File: config.mk
export PLATFORM = sky130hd
export DESIGN_NAME = mult_ctrl
export DESIGN_NICKNAME = d
export VERILOG_FILES = /design/src/rtl/mult_pkg.sv /design/src/rtl/mult_ctrl_iter_cnt.sv /design/src/rtl/mult_ctrl.sv
export SDC_FILE = /design/constraint.sdc
export NUM_CORES = 1
export LEC_CHECK = 0
export CAP_MARGIN = 5
export CORE_AREA = 2 2 39 41
export DETAILED_ROUTE_END_ITERATION = 8
export DIE_AREA = 0 0 41 43
export PLACE_DENSITY = 0.53
export SETUP_SLACK_MARGIN = 0.5
export SLEW_MARGIN = 20
export SYNTH_ARGS = -nofsm -noshare
export SYNTH_HDL_FRONTEND = slang
export SYNTH_SLANG_ARGS = --single-unit
File: constraint.sdc
create_clock -name clk -period 1.55 [get_ports clk]
set_clock_uncertainty 0.15 [all_clocks]
set_input_delay 0.2325 -clock clk [delete_from_list [all_inputs] [get_ports clk]]
set_output_delay 0.2325 -clock clk [all_outputs]
set_load 0.05 [all_outputs]
File: src/rtl/mult_pkg.sv
// Shared definitions for the shift-add multiplier controller: state encoding
// and default operand width / iteration counter width.
package mult_pkg;

  localparam int N_DEF     = 4;
  localparam int CNT_W_DEF = 2;

  typedef enum logic [2:0] {
    S_IDLE  = 3'd0,
    S_LOAD  = 3'd1,
    S_TEST  = 3'd2,
    S_ADD   = 3'd3,
    S_SHIFT = 3'd4,
    S_DONE  = 3'd5
  } state_e;

endpackage

File: src/rtl/mult_ctrl_iter_cnt.sv
// Iteration counter for the shift-add loop: cleared on load, bumped on each
// shift, flags the final iteration.
module iter_cnt
  import mult_pkg::*;
#(
  parameter int N     = N_DEF,
  parameter int CNT_W = CNT_W_DEF
) (
  input  logic clk,
  input  logic rst,
  input  logic clr_i,
  input  logic inc_i,
  output logic last_o
);

  logic [CNT_W-1:0] cnt_q;
  logic [CNT_W-1:0] cnt_d;

  always_comb begin
    cnt_d = cnt_q;
    if (clr_i) begin
      cnt_d = '0;
    end else if (inc_i) begin
      cnt_d = cnt_q + 1'b1;
    end
  end

  always_ff @(posedge clk or posedge rst) begin
    if (rst) begin
      cnt_q <= '0;
    end else begin
      cnt_q <= cnt_d;
    end
  end

  // Evaluated during SHIFT, before the increment lands.
  assign last_o = (cnt_q == CNT_W'(N - 1));

endmodule

File: src/rtl/mult_ctrl.sv
// Controller FSM for an N-bit shift-add multiplier datapath with
// valid/ready request and completion handshakes plus abort.
module mult_ctrl
  import mult_pkg::*;
#(
  parameter int N     = N_DEF,
  parameter int CNT_W = CNT_W_DEF
) (
  input  logic clk,
  input  logic rst,
  input  logic start_valid,
  output logic start_ready,
  input  logic abort,
  input  logic q0,
  output logic ld_regs,
  output logic add_en,
  output logic shift_en,
  output logic busy,
  output logic done_valid,
  input  logic done_ready
);

  state_e state_q;
  state_e state_d;
  logic   cnt_last;

  iter_cnt #(
    .N     (N),
    .CNT_W (CNT_W)
  ) u_iter_cnt (
    .clk    (clk),
    .rst    (rst),
    .clr_i  (ld_regs),
    .inc_i  (shift_en),
    .last_o (cnt_last)
  );

  always_ff @(posedge clk or posedge rst) begin
    if (rst) begin
      state_q <= S_IDLE;
    end else begin
      state_q <= state_d;
    end
  end

  // Abort overrides every transition except from IDLE, where a start wins.
  always_comb begin
    state_d = state_q;
    case (state_q)
      S_IDLE:  if (start_valid) state_d = S_LOAD;
      S_LOAD:  state_d = S_TEST;
      S_TEST:  state_d = q0 ? S_ADD : S_SHIFT;
      S_ADD:   state_d = S_SHIFT;
      S_SHIFT: state_d = cnt_last ? S_DONE : S_TEST;
      S_DONE:  if (done_ready) state_d = S_IDLE;
      default: state_d = S_IDLE;
    endcase
    if (abort && (state_q != S_IDLE)) begin
      state_d = S_IDLE;
    end
  end

  always_comb begin
    start_ready = 1'b0;
    ld_regs     = 1'b0;
    add_en      = 1'b0;
    shift_en    = 1'b0;
    done_valid  = 1'b0;
    busy        = 1'b1;
    case (state_q)
      S_IDLE: begin
        start_ready = 1'b1;
        busy        = 1'b0;
      end
      S_LOAD:  ld_regs    = 1'b1;
      S_ADD:   add_en     = 1'b1;
      S_SHIFT: shift_en   = 1'b1;
      S_DONE:  done_valid = 1'b1;
      default: ;
    endcase
  end

endmodule

==> results.yml <==
pwr:
  p_leak_nw: 0.331
  p_per_area_nw_per_um2: 1910
  vdd_drop_max_v: 0.000756
cts:
  numCtsBuffers: 3
  cts_tree: "built"
  cts_buffer_depth: 2
  clk_latency_ns: 0.24
  cts_max_level: 1
  cts.sinks: 5
  cts-root-buf: "clkbuf_4"
  clk_pin_slew_worst_paths_ns: 0.04
cells_and_area:
  drive_gt1_share_pct: 60.3
  n_antenna_cell: 0
  final_cell_area_um2: 754
  nets: 71
  ff_latch_area_um2: 129
  synthToLayoutAreaGrowth_pct: 91.4
  nFillCells: 114
  multi_input_area_um2: 256
yosys:
  yosysSeqAreaShare_pct: 31.7
  synth_top_area_share_pct: 31.7
  syn-num-nets: 43
  synth_area_leaders: "dfrtp_1 32%, o41ai_4 7.0%, nor3b_4 4.8%"
  yosysWarnings: 0
  synth.cell_area_um2: 394
  netlist_instances: 36
  synth_cell_types: 28
  synth_top_cell_by_area: "dfrtp_1"
  synth_area_per_cell_um2: 10.9
  ys_seq_elements: 5
floorplanning:
  rows: 14
  die_w_um: 41
  core_area_um2: 1380
  die_h_um: 43
  die-area_um2: 1760
  start_util_pct: 28.5
  num_io_pins: 12
placement:
  place_area_um2: 601
  hpwl_um: 665
  io_buffers: 11
  gp_congestion: 0.676
timing:
  drv_slew: 0
  max-slew-margin-rel_pct: 80.8
  post-route-period-util_pct: 108
  hold_viol: 0
  max_freq_mhz: 599
  setup_viol: 7
  holdWs_ns: 0.0341
  fin_crit_ns: 1.67
  worst_pin_slew_ns: 0.288
  tns_ns: -0.530
  worst_slack_ns: -0.121
  grt_setup_unrepaired: "true"
drt:
  drtPass1Iterations: 4
  drt-initial-drc-count: 2
  drt_wl_total_um: 939
  drc: 0
  num_vias: 368
  ant_nets: 0
  wl_per_cell_um: 11.9
  avgViaCountPerCell: 4.66
setup_path:
  setup.worst_path.end_class: "output port"
  start_kind: "flop"
  cp.arrival_ns: 1.29
  critPathKind: "flop to output port"
  required_ns: 1.17
  cp_max_fo: 5
global_route:
  track_usage_pct: 14.0
  grt_pass1_vias: 400
  grt-ovfl-total: 0
  grt_max_degree: 7
  grt_first_pass_wirelength_um: 1660
  antenna_found_initial: 0
flow_run:
  max_cap_violations: 0
outcome:
  status: "finished, violations left"
  violations: "negative setup slack"
min_path:
  hp-class: "primary input to asynchronous set/reset pin"
-- final cells by class --
type | count | area share, %
repair buffers | 26 | 40.5
multi-input cells | 25 | 34.0
flip-flops and latches | 5 | 17.1
clock buffers | 4 | 3.48
well taps | 16 | 2.65
inverters | 3 | 2.32
-- per-stage QoR --
| stage | utilization (%) | total power (W) | setup WS [ns] | std cells |
|---|---|---|---|---|
| 2_1_floorplan | - | 0.000783 | -0.173 | 36 |
| 3_3_place_gp | 43.4 | 0.00107 | -0.0615 | 65 |
| 3_5_place_dp | 43.4 | 0.00108 | -0.102 | 65 |
| 4_1_cts | 53.3 | 0.00143 | -0.132 | 78 |
| 5_1_grt | 54.5 | 0.00152 | -0.166 | 79 |
| 6_report | 54.5 | 0.00144 | -0.121 | 79 |
-- worst paths after layout --
kind	startpoint	endpoint	slack, ns	cells after the start
worst max-delay path	state_q[1]	start_ready	-0.12	3
worst min-delay path	rst	state_q[0]	0.03	2
worst max register to register	state_q[0]	u_iter_cnt.cnt_q[0]	-0.01	5
worst min register to register	u_iter_cnt.cnt_q[1]	u_iter_cnt.cnt_q[1]	0.37	1
max in group asynchronous	rst	state_q[2]	1.04	2
min in group clk	u_iter_cnt.cnt_q[1]	u_iter_cnt.cnt_q[1]	0.37	1
-- routing by layer --
layer	routed length, um	vias up	GRT usage [%]
met5	0	-	0
met2	481	8	20.6
met3	37	2	3.14
met4	14	0	10.0
li1	-	186	-
met1	405	172	16.8
-- power breakdown --
part / switching, W / internal [W]
logic: 0.000495 / 0.000577
registers: 0.0000476 / 0.000173
clock network: 0.0000487 / 0.0000970
total: 0.000592 / 0.000847
-- kinds of logic after synthesis --
family	count (synthesis)	share of synthesized area (%)
and+or+nand+nor	14	28.9
AOI/OAI and AO/OA	9	23.8
buffers and inverters	6	9.52
DFF	5	31.7
muxes	1	2.86
adders and majority gates	1	3.17
-- synth_stat cells, drive strengths merged --
| library cell | number |
|---|---|
| nand2b | 1 |
| a21oi | 1 |
| inv | 3 |
| a22o | 1 |
| and3b | 1 |
| mux2 | 1 |
| nand2 | 1 |
| ha | 1 |
| a32oi | 1 |
| o21ai | 1 |
| buf | 3 |
| nor2 | 2 |
| nor2b | 2 |
| a2bb2oi | 1 |
| o31ai | 1 |
| o22ai | 1 |
| o21ba | 1 |
| and3 | 1 |
| or3b | 1 |
| nor3b | 2 |
| o41ai | 1 |
| nand3b | 1 |
| and2b | 1 |
| dfrtp | 5 |
| or3 | 1 |
-- flip-flops by register name (all words and copies together) (netlist names) --
register	flops
u_iter_cnt.cnt_q	2
state_q	3
-- cells in the final DEF (no fill, tap or decap), types with 2 or more instances in the layout --
cell / instances
nor2_1: 2
clkdlybuf4s50_1: 5
buf_12: 6
nor3b_4: 2
buf_6: 6
dfrtp_1: 2
buf_4: 9
clkbuf_4: 3
dfrtp_2: 3
-- worst max-delay path, stage by stage, from the launching register on --
cell and delay [ns]:
dfrtp_2 0.44, or3_4 0.39, clkinvlp_4 0.09, buf_12 0.13
-- timing repair --
action                                  in CTS  in global routing
buffers inserted                             9                  1
hold buffers                                 0                  0
cloned                                       0                  0
gates resized for setup                     10                  3
endpoints found under the setup margin      11                 11
pin swaps                                    7                  3
Power figures use the tool's default switching activity.
